## src/rtl/imem_boot_pkg.sv

```systemverilog
// ---------------------------------------------------------------------------
// imem_boot_pkg
// Shared definitions for the instruction-memory boot loader.
//   boot_state_e   : loader FSM states
//   BYTES_PER_WORD : stream bytes packed into one I_mem word
//   LEN_W          : width of the frame's word-count field
// ---------------------------------------------------------------------------
package imem_boot_pkg;

    typedef enum logic [2:0] {
        HDR0,
        HDR1,
        LOAD,
        CSUM,
        DONE,
        ERROR
    } boot_state_e;

    localparam int BYTES_PER_WORD = 4;
    localparam int LEN_W          = 16;

    // The loader takes stream bytes in every state except the two terminal ones.
    function automatic logic takes_bytes(boot_state_e st);
        return (st == HDR0) || (st == HDR1) || (st == LOAD) || (st == CSUM);
    endfunction

endpackage

```

## src/rtl/imem_boot_loader_if.sv

```systemverilog
// ---------------------------------------------------------------------------
// imem_boot_loader_if
// Byte stream into the boot loader (valid/ready handshake).
//   s_data  : stream byte
//   s_valid : s_data valid
//   s_ready : loader accepts byte this cycle; transfer = s_valid & s_ready
// master = stream source, slave = boot loader.
// ---------------------------------------------------------------------------
interface imem_boot_loader_if;
    logic [7:0] s_data;
    logic       s_valid;
    logic       s_ready;

    modport master (output s_data, output s_valid, input  s_ready);
    modport slave  (input  s_data, input  s_valid, output s_ready);
endinterface

```

## src/rtl/boot_word_packer.sv

```systemverilog
// ---------------------------------------------------------------------------
// boot_word_packer
// Packs little-endian bytes into 32-bit words and emits a one-cycle
// word_valid pulse the cycle after the fourth byte of a word arrives.
//   clk, rst_n  : clock, asynchronous active-low reset
//   clear       : drop any partial word and restart at byte index 0
//   byte_valid  : byte_data is taken this cycle
//   byte_data   : incoming byte
//   last_byte   : current byte index is 3 (next taken byte completes a word)
//   word_valid  : registered pulse, word holds a completed word
//   word        : completed word, first byte in [7:0]
// ---------------------------------------------------------------------------
module boot_word_packer
    import imem_boot_pkg::*;
(
    input  logic        clk,
    input  logic        rst_n,
    input  logic        clear,
    input  logic        byte_valid,
    input  logic [7:0]  byte_data,
    output logic        last_byte,
    output logic        word_valid,
    output logic [31:0] word
);

    logic [1:0]  idx_q;
    logic [23:0] low_q;   // bytes 0..2 of the word in progress

    assign last_byte = (idx_q == 2'(BYTES_PER_WORD - 1));

    // NOTE: sequential state uses non-blocking assignments so every register
    // samples the pre-edge values regardless of statement order.
    always_ff @(posedge clk or negedge rst_n) begin
        if (!rst_n) begin
            idx_q      <= '0;
            low_q      <= '0;
            word_valid <= 1'b0;
            word       <= '0;
        end else begin
            word_valid <= 1'b0;
            if (clear) begin
                idx_q <= '0;
                low_q <= '0;
            end else if (byte_valid) begin
                if (last_byte) begin
                    word       <= {byte_data, low_q};
                    word_valid <= 1'b1;
                    idx_q      <= '0;
                end else begin
                    low_q[idx_q*8 +: 8] <= byte_data;
                    idx_q               <= idx_q + 2'd1;
                end
            end
        end
    end

endmodule

```

## src/rtl/imem_boot_loader.sv

```systemverilog
// ---------------------------------------------------------------------------
// imem_boot_loader
// Runtime writer for the MIPS instruction memory. Receives a frame
//   LEN_LO, LEN_HI, 4*N data bytes, CSUM (XOR of all preceding bytes)
// writes the packed words to I_mem from word 0 upward and releases the
// core from reset only after the checksum has been verified.
//   clk, rst_n  : clock, asynchronous active-low reset
//   strm        : byte stream (slave side: s_data, s_valid in; s_ready out)
//   boot_req    : one-cycle restart request, honoured in DONE/ERROR only
//   imem_we     : I_mem write strobe, one cycle per word
//   imem_addr   : I_mem word address
//   imem_wdata  : I_mem write word
//   core_rst_n  : reset to the core; high only after a verified image
//   boot_done   : image loaded and verified
//   boot_err    : length or checksum error
// ---------------------------------------------------------------------------
module imem_boot_loader
    import imem_boot_pkg::*;
#(
    parameter int ADDR_W = 8
) (
    input  logic                clk,
    input  logic                rst_n,
    imem_boot_loader_if.slave   strm,
    input  logic                boot_req,
    output logic                imem_we,
    output logic [ADDR_W-1:0]   imem_addr,
    output logic [31:0]         imem_wdata,
    output logic                core_rst_n,
    output logic                boot_done,
    output logic                boot_err
);

    // Largest legal word count: the whole memory.
    localparam logic [LEN_W:0] MAX_WORDS = (LEN_W + 1)'(1) << ADDR_W;

    boot_state_e state_q, state_d;

    logic [7:0]       len_lo_q;
    logic [LEN_W-1:0] len_q;
    logic [ADDR_W:0]  ptr_q;     // one extra bit so a full-memory image is countable
    logic [ADDR_W:0]  ptr_inc;
    logic [7:0]       xor_q;
    logic [LEN_W-1:0] len_hdr;
    logic             accept;
    logic             restart;
    logic             last_byte;
    logic             frame_end;
    logic             pack_clear;

    assign strm.s_ready = takes_bytes(state_q);
    assign accept       = strm.s_valid & strm.s_ready;
    assign restart      = boot_req & ((state_q == DONE) || (state_q == ERROR));
    assign len_hdr      = {strm.s_data, len_lo_q};
    assign ptr_inc      = ptr_q + (ADDR_W + 1)'(1);
    // Completing word ptr_q makes ptr_q+1 words; the frame ends when that equals N.
    assign frame_end    = (LEN_W'(ptr_inc) == len_q);
    assign pack_clear   = ((state_q == HDR1) && accept) || restart;

    boot_word_packer u_packer (
        .clk        (clk),
        .rst_n      (rst_n),
        .clear      (pack_clear),
        .byte_valid (accept && (state_q == LOAD)),
        .byte_data  (strm.s_data),
        .last_byte  (last_byte),
        .word_valid (imem_we),
        .word       (imem_wdata)
    );

    always_ff @(posedge clk or negedge rst_n) begin
        if (!rst_n) state_q <= HDR0;
        else        state_q <= state_d;
    end

    // NOTE: state_d gets a default before the case so no path leaves it
    // unassigned, which would otherwise infer a latch.
    always_comb begin
        state_d = state_q;
        unique case (state_q)
            HDR0: if (accept) state_d = HDR1;
            HDR1: begin
                if (accept) begin
                    if ({1'b0, len_hdr} > MAX_WORDS) state_d = ERROR;
                    else if (len_hdr == '0)          state_d = CSUM;
                    else                             state_d = LOAD;
                end
            end
            LOAD: if (accept && last_byte && frame_end) state_d = CSUM;
            CSUM: if (accept) state_d = (strm.s_data == xor_q) ? DONE : ERROR;
            DONE, ERROR: if (boot_req) state_d = HDR0;
            default: state_d = HDR0;
        endcase
    end

    always_ff @(posedge clk or negedge rst_n) begin
        if (!rst_n) begin
            len_lo_q   <= '0;
            len_q      <= '0;
            ptr_q      <= '0;
            xor_q      <= '0;
            imem_addr  <= '0;
            boot_done  <= 1'b0;
            boot_err   <= 1'b0;
            core_rst_n <= 1'b0;
        end else begin
            boot_done  <= (state_d == DONE);
            boot_err   <= (state_d == ERROR);
            // Released one cycle after DONE is entered, dropped with the restart.
            core_rst_n <= (state_q == DONE) && (state_d == DONE);

            if (restart) begin
                len_lo_q  <= '0;
                len_q     <= '0;
                ptr_q     <= '0;
                xor_q     <= '0;
                imem_addr <= '0;
            end else if (accept) begin
                unique case (state_q)
                    HDR0: begin
                        len_lo_q <= strm.s_data;
                        xor_q    <= xor_q ^ strm.s_data;
                    end
                    HDR1: begin
                        len_q <= len_hdr;
                        ptr_q <= '0;
                        xor_q <= xor_q ^ strm.s_data;
                    end
                    LOAD: begin
                        xor_q <= xor_q ^ strm.s_data;
                        if (last_byte) begin
                            // Address lines up with the packer's word_valid pulse next cycle.
                            imem_addr <= ptr_q[ADDR_W-1:0];
                            ptr_q     <= ptr_inc;
                        end
                    end
                    default: ;
                endcase
            end
        end
    end

endmodule

```

## src/flat_wrapper.sv

```systemverilog
// flat-port wrapper written by rule: the top's interface ports become plain ports
module imem_boot_loader_flat import imem_boot_pkg::*;
#(
    parameter int ADDR_W = 8
)
  (clk, rst_n, boot_req, imem_we, imem_addr, imem_wdata, core_rst_n, boot_done, boot_err, strm_s_data, strm_s_valid, strm_s_ready);
  imem_boot_loader_if strm_i ();
  input  logic clk;
  input  logic rst_n;
  input  logic boot_req;
  output logic imem_we;
  output logic [ADDR_W-1:0] imem_addr;
  output logic [31:0] imem_wdata;
  output logic core_rst_n;
  output logic boot_done;
  output logic boot_err;
  input wire logic [$bits(strm_i.s_data)-1:0] strm_s_data;
  input wire logic [$bits(strm_i.s_valid)-1:0] strm_s_valid;
  output wire logic [$bits(strm_i.s_ready)-1:0] strm_s_ready;
  assign strm_i.s_data = strm_s_data;
  assign strm_i.s_valid = strm_s_valid;
  assign strm_s_ready = strm_i.s_ready;
  imem_boot_loader #(.ADDR_W(ADDR_W)) u_core (.clk(clk), .rst_n(rst_n), .strm(strm_i), .boot_req(boot_req), .imem_we(imem_we), .imem_addr(imem_addr), .imem_wdata(imem_wdata), .core_rst_n(core_rst_n), .boot_done(boot_done), .boot_err(boot_err));
endmodule
```

## config.mk

```make
export PLATFORM = sky130hd
export DESIGN_NAME = imem_boot_loader_flat
export DESIGN_NICKNAME = d
export VERILOG_FILES = /design/src/rtl/imem_boot_pkg.sv /design/src/rtl/imem_boot_loader_if.sv /design/src/rtl/boot_word_packer.sv /design/src/rtl/imem_boot_loader.sv /design/src/flat_wrapper.sv
export SDC_FILE = /design/constraint.sdc
export NUM_CORES = 1
export LEC_CHECK = 0
export ABC_CLOCK_PERIOD_IN_PS = 1900
export CAP_MARGIN = 40
export CORE_ASPECT_RATIO = 0.8
export CORE_UTILIZATION = 51
export CTS_BUF_LIST = sky130_fd_sc_hd__clkbuf_16
export DETAILED_ROUTE_END_ITERATION = 8
export PLACE_DENSITY = 0.76
export SYNTH_ARGS = -nofsm -noshare
export SYNTH_HDL_FRONTEND = slang
export SYNTH_SLANG_ARGS = --single-unit
```

## constraint.sdc

```tcl
create_clock -name clk -period 1.9 [get_ports clk]
set_clock_uncertainty 0.15 [all_clocks]
set_input_delay 0.285 -clock clk [delete_from_list [all_inputs] [get_ports clk]]
set_output_delay 0.285 -clock clk [all_outputs]
set_load 0.01 [all_outputs]
```

==> results of run 1 <==
-- through the flow --
step                utilization [%]  setup TNS (ns)  instance area (um2)  hold WS (ns)
global placement               63.6           -9.95                 6140         0.196
CTS                            70.1          -0.133                 6760         0.312
global route                   70.3          -0.487                 6780         0.341
floorplan                         -               0                 5050        -0.161
detailed placement             63.6          -18.27                 6140         0.202
finish                         70.3          -0.160                 6780         0.307
-- where the power goes --
group,switching [mW],total [mW],internal (mW)
registers,0.260,3.04,2.79
logic,1.03,1.90,0.873
clock network,1.13,3.17,2.05
total,2.41,8.12,5.70
-- timing repair --
action / CTS / global route
gates resized for setup: 9 / 5
hold buffers: 1 / 0
pin swaps: 3 / 0
hold endpoints to repair: 114 / 0
setup buffers: 0 / 1
endpoints found under the setup margin: 14 / 17
-- critical path: stages (launching register included) --
cell and delay (ns):
dfrtp_1 0.38, or4_4 0.56, o21a_1 0.23, nor4_2 0.19, o31ai_2 0.15, a41o_1 0.22
-- final timing paths --
kind	startpoint	endpoint	slack (ns)	cells after the start
worst min-delay path	rst_n	u_core.u_packer.low_q[18]	0.31	3
worst max register to register	u_core.len_lo_q[1]	u_core.state_q[0]	-0.09	5
max in group asynchronous	rst_n	u_core.u_packer.idx_q[0]	0.95	3
worst min register to register	u_core.u_packer.word[23]	u_core.u_packer.word[23]	0.32	2
worst max-delay path	u_core.len_lo_q[1]	u_core.state_q[0]	-0.09	5
min in group clk	u_core.u_packer.word[23]	u_core.u_packer.word[23]	0.32	2
-- placed cells by master (no fill, tap or decap), types with 2 or more instances in the layout --
master / instances
nand2_1: 174
dfrtp_1: 113
buf_4: 65
clkdlybuf4s50_1: 54
a21oi_1: 31
o21ai_0: 30
a22o_1: 24
nor2_1: 17
clkbuf_16: 17
xnor2_1: 16
nand2b_1: 11
nand3_1: 10
inv_1: 8
xor2_1: 6
ha_1: 6
and2_1: 4
nand4_1: 4
and3_1: 3
nor4_1: 3
nor3_2: 3
nor3_1: 3
or3_1: 3
clkinvlp_4: 3
bufinv_16: 3
clkinv_4: 3
o31ai_1: 2
or4_4: 2
nor2b_1: 2
nand2_2: 2
clkinv_2: 2
-- state kept, by name, indices dropped and copies added (netlist names), 2 cells and up --
register,count
u_core.u_packer.word,32
u_core.ptr_q,9
u_core.xor_q,8
u_core.state_q,3
u_core.len_q,16
u_core.u_packer.low_q,24
u_core.u_packer.idx_q,2
u_core.imem_addr,8
u_core.len_lo_q,8
-- layer usage --
| metal | share of wire, % | global-route usage, % | vias to the layer above |
|---|---|---|---|
| li1 | - | - | 1992 |
| met1 | 46 | 37.9 | 2121 |
| met2 | 46 | 40.1 | 137 |
| met3 | 5.5 | 7.48 | 26 |
| met4 | 2.5 | 12.3 | 0 |
| met5 | 0 | 0 | - |
-- cells by family after synthesis --
logic type / Yosys count
AO/OA/AOI/OAI: 94
XOR/XNOR: 22
adder cells (fa/ha/maj): 6
buffers and inverters: 39
flip-flops: 114
multiplexers: 1
AND/OR/NAND/NOR: 256
-- final cells by class --
class | instances | area share, %
Inverter | 7 | 0.387
Sequential cell | 114 | 42.1
Tap cell | 136 | 2.51
Clock buffer | 17 | 6.27
Multi-Input combinational cell | 379 | 30.4
Clock inverter | 15 | 2.49
Timing Repair Buffer | 123 | 15.9
==> impl_metrics.ini, run 1 <==
[power_and_ir_drop]
power_leakage_nw = 3.31
worst_ir_drop_vdd_mv = 0.928
p_per_area_nw_per_um2 = 1200
p_total_mw = 8.12

[sta]
rsz0062_at_grt = yes
timing.final.max_slew_violations = 0
worst_pin_slew_ns = 0.424
setup_ws_ns = -0.0883
fmax_ghz = 0.503
period_needed_ns = 1.99
setup_viol = 3
slew_headroom_pct = 71.7
timing.final.crit_share_pct = 105
hold_violations = 0

[setup_path]
cp_max_fo = 3
critPathKind = reg -> reg
end_kind = flop
arrival_ns = 2.14
required_ns = 2.05
start_kind = flop

[synthesis]
yosys.area_share.simple_pct = 23.0
syn_area_um2 = 5050
synth.area.top_cells = dfrtp_1, nand2_1, a22o_1, a21oi_1, o21ai_0
yosysMostFrequentCell = nand2_1
synth_top_family_by_area = simple AND/OR/NAND/NOR gates
ys_ff_latch = 114
yosysUniqueCellTypes = 44
yosys.area.top_type = dfrtp_1
synth_cells = 532
synth_edf_count = 0
synthArstFlopShare_pct = 100
synth_xor_area_share_pct = 3.82
synth_compound_area_share_pct = 11.5
synth_common_cells = nand2_1, dfrtp_1, a21oi_1
seq_area_frac_synth_pct = 56.5
yosysWarnings = 0
synth_top_area_share_pct = 56.5
muxShareOfSynthArea_pct = 0.198
synthFlopType = dfrtp_1
avgSynthCellArea_um2 = 9.49
synth_fa_ha_area_share_pct = 1.49
syn-num-nets = 550

[worst_hold_path]
hp-class = in -> async

[floorplanning]
ioPinCount = 57
die_y_um = 91
die_x_um = 113
rows = 32
start_util_pct = 52.3
dieArea_um2 = 10300
core_um2 = 9650

[placed_design]
dp.cells = 757
gp_congestion = 0.872
hpwl_um = 8670
port_buffers = 56
pre_cts_slack_ns = -0.412

[detailed_routing]
wirelength_um = 12700
wl_per_cell_um = 16.1
via_count = 4276
first_pass_iters = 5
drc = 0
ant_nets = 0
via_per_inst = 5.41
drt_iter0_markers = 271

[final_layout]
drive_gt1_share_pct = 17.7
finalNetCount = 660
fillCellCount = 704
antenna_cells = 0
regArea_um2 = 2850
final_cells = 791
multiInputGateArea_um2 = 2060
syn2layout_area_growth_pct = 34.3

[flow_run]
drv_cap = 0

[clock_tree]
clkLatencyLatePin_ns = 0.41
cts_tree = done
ctsRootBufferMaster = clkbuf_16
htreeDepth = 4
clockBufferDepth = 2
clkTransAtPathRegs_ns = 0.06
clock-sinks = 114
cts_buffers = 17

[status]
violations = negative setup slack
outcome = finished, violations left

[global_route]
grt_usage_pct = 27.3
grt-ovfl-total = 0
grt_max_degree = 83
grt_pass1_vias = 4247
antenna_found_initial = 0
grt_pass1_wl_um = 21400
Power figures use the tool's default switching activity.
==> run 2, diff against run 1 <==
--- a/config.mk
+++ b/config.mk
@@ -8,10 +8,12 @@
 export ABC_CLOCK_PERIOD_IN_PS = 1900
 export CAP_MARGIN = 40
 export CORE_ASPECT_RATIO = 0.8
+export CORE_MARGIN = 1.5
 export CORE_UTILIZATION = 51
 export CTS_BUF_LIST = sky130_fd_sc_hd__clkbuf_16
 export DETAILED_ROUTE_END_ITERATION = 8
 export PLACE_DENSITY = 0.76
+export SLEW_MARGIN = 25
 export SYNTH_ARGS = -nofsm -noshare
 export SYNTH_HDL_FRONTEND = slang
 export SYNTH_SLANG_ARGS = --single-unit
==> run 2 against run 1 <==
- the flow still finishes with violations (negative setup slack)
- via count up 0.30%
- sequential cell count is the same
- register-to-register slack better by 0.04 ns
- critical endpoint is now u_core.boot_err
- highest routed layer unchanged
- cell area rose by 0.53%
- die area is 2.0% higher
- combinational power increased by 2%
- largest power group unchanged
==> impl_metrics.ini, run 2 (synthesized netlist as in run 1, its figures left out) <==
[status]
outcome = finished, violations left
violations = negative setup slack

[setup_path]
r2r-start = u_core.len_lo_q[4]
crit_chain = or4_4, nor3_1, nor4_2, o31ai_2, and2_1
r2r_end = u_core.boot_err
end_kind = flop
start_kind = flop
ff2ff_path_depth = 5
required_ns = 2.10
cp_slowest_cell = or4_4
arrival_ns = 2.14
endpoint = u_core.boot_err
r2r_slack_ns = -0.05
cp_max_fo = 3
critPathKind = reg -> reg
setup.worst_path.start = u_core.len_lo_q[4]
cpPeakStageDelay_ns = 0.52

[detailed_routing]
first_pass_iters = 5
wirelength_um = 12800
drc = 0
via_count = 4289
ant_nets = 0
drt_iter0_markers = 333
wl_per_cell_um = 16.2
via_per_inst = 5.44

[final_layout]
drive_gt1_share_pct = 17.9
finalNetCount = 658
post-route-cell-area_um2 = 6820
antenna_cells = 0
fillCellCount = 699
final_cells = 789
largest_register_ffs = 32
layout_common_cells = nand2_1, dfrtp_1, buf_4
reg.largest.list = u_core.u_packer.word x32, u_core.u_packer.low_q x24, u_core.len_q x16
layout_commonest_cell = nand2_1
syn2layout_area_growth_pct = 35.1
utilization_pct = 70.7
largest_register = u_core.u_packer.word

[floorplanning]
die_x_um = 114
rows = 32
ioPinCount = 57
die_y_um = 92
dieArea_um2 = 10500
start_util_pct = 52.3
core_um2 = 9650

[global_route]
grt_pass1_wl_um = 21300
grt-ovfl-total = 0
grt_usage_pct = 26.5
grt_max_degree = 45
antenna_found_initial = 0
grt_pass1_vias = 4233

[clock_tree]
htreeDepth = 4
clock-sinks = 114
cts_tree = done
clkTransAtPathRegs_ns = 0.06
clkLatencyLatePin_ns = 0.41
ctsRootBufferMaster = clkbuf_16
cts_buffers = 17
clockBufferDepth = 2

[placed_design]
placed_area_um2 = 6110
hpwl_um = 8420
gp_congestion = 0.881
port_buffers = 56
dp.cells = 752

[power_and_ir_drop]
power_leakage_nw = 3.31
worst_ir_drop_vdd_mv = 0.880
p_per_area_nw_per_um2 = 1220

[flow_run]
drv_cap = 0

[sta]
timing.final.crit_share_pct = 102
hold_violations = 0
tns_ns = -0.100
setup_viol = 3
period_needed_ns = 1.95
timing.final.max_slew_violations = 0
fmax_ghz = 0.514
setup_ws_ns = -0.0459
slew_headroom_pct = 68.0
rsz0062_at_grt = yes
worst_pin_slew_ns = 0.481

[worst_hold_path]
hp-class = in -> async
## run 2: cell type report
type / count / area [um2] / area share (%)
multi-input combinational: 379 / 2080 / 30.5
tap: 136 / 170 / 2.49
clock buffer: 17 / 425 / 6.24
clock inverter: 15 / 190 / 2.79
timing repair buffer: 121 / 1080 / 15.8
sequential: 114 / 2850 / 41.8
inverter: 7 / 26.3 / 0.385
## run 2: how the worst min path moves through the flow
stage,from,endpoint,cells after the start
after CTS,rst_n,u_core.u_packer.word[20],2
final,rst_n,u_core.u_packer.word[20],2
after global placement,rst_n,u_core.u_packer.word[20],1
after global routing,rst_n,u_core.u_packer.word[20],2
after floorplan,rst_n,u_core.boot_done,0
after detailed placement,rst_n,u_core.u_packer.word[20],1
## run 2: what timing repair did
action / in CTS / in global routing
setup buffers: 0 / 4
resized for setup: 10 / 8
hold endpoints to repair: 34 / 0
hold buffers: 1 / 0
pin swaps: 0 / 0
setup endpoints to repair: 28 / 44
cloned: 0 / 0
## run 2: layer usage
layer | track usage (%) | wire [um]
met2 | 40.7 | 6040
met4 | 9.90 | 190
met5 | 0 | 0
met3 | 6.35 | 845
met1 | 36.7 | 5710
## run 2: worst max-delay path: cells and delay by family, from the launching register on
kind	cells	cell delay, ns
and+or+nand+nor	4	1.01
DFF	1	0.39
AOI/OAI and AO/OA	1	0.33
## run 2: per-stage QoR
stage / power [mW] / setup slack (ns) / hold WS, ns
after global placement: 4.81 / -0.278 / 0.123
after CTS: 8.26 / -0.0497 / 0.238
final: 8.29 / -0.0459 / 0.230
after global routing: 8.67 / -0.118 / 0.274
after detailed placement: 4.89 / -0.362 / 0.127
after floorplan: 4.13 / 0.0539 / -0.161
## run 2: where the power goes
group / switching (mW) / leakage [nW] / internal [mW]
Combinational: 1.04 / 1.45 / 0.896
Sequential: 0.244 / 1.56 / 2.78
Clock: 1.14 / 0.294 / 2.18
Total: 2.43 / 3.31 / 5.86
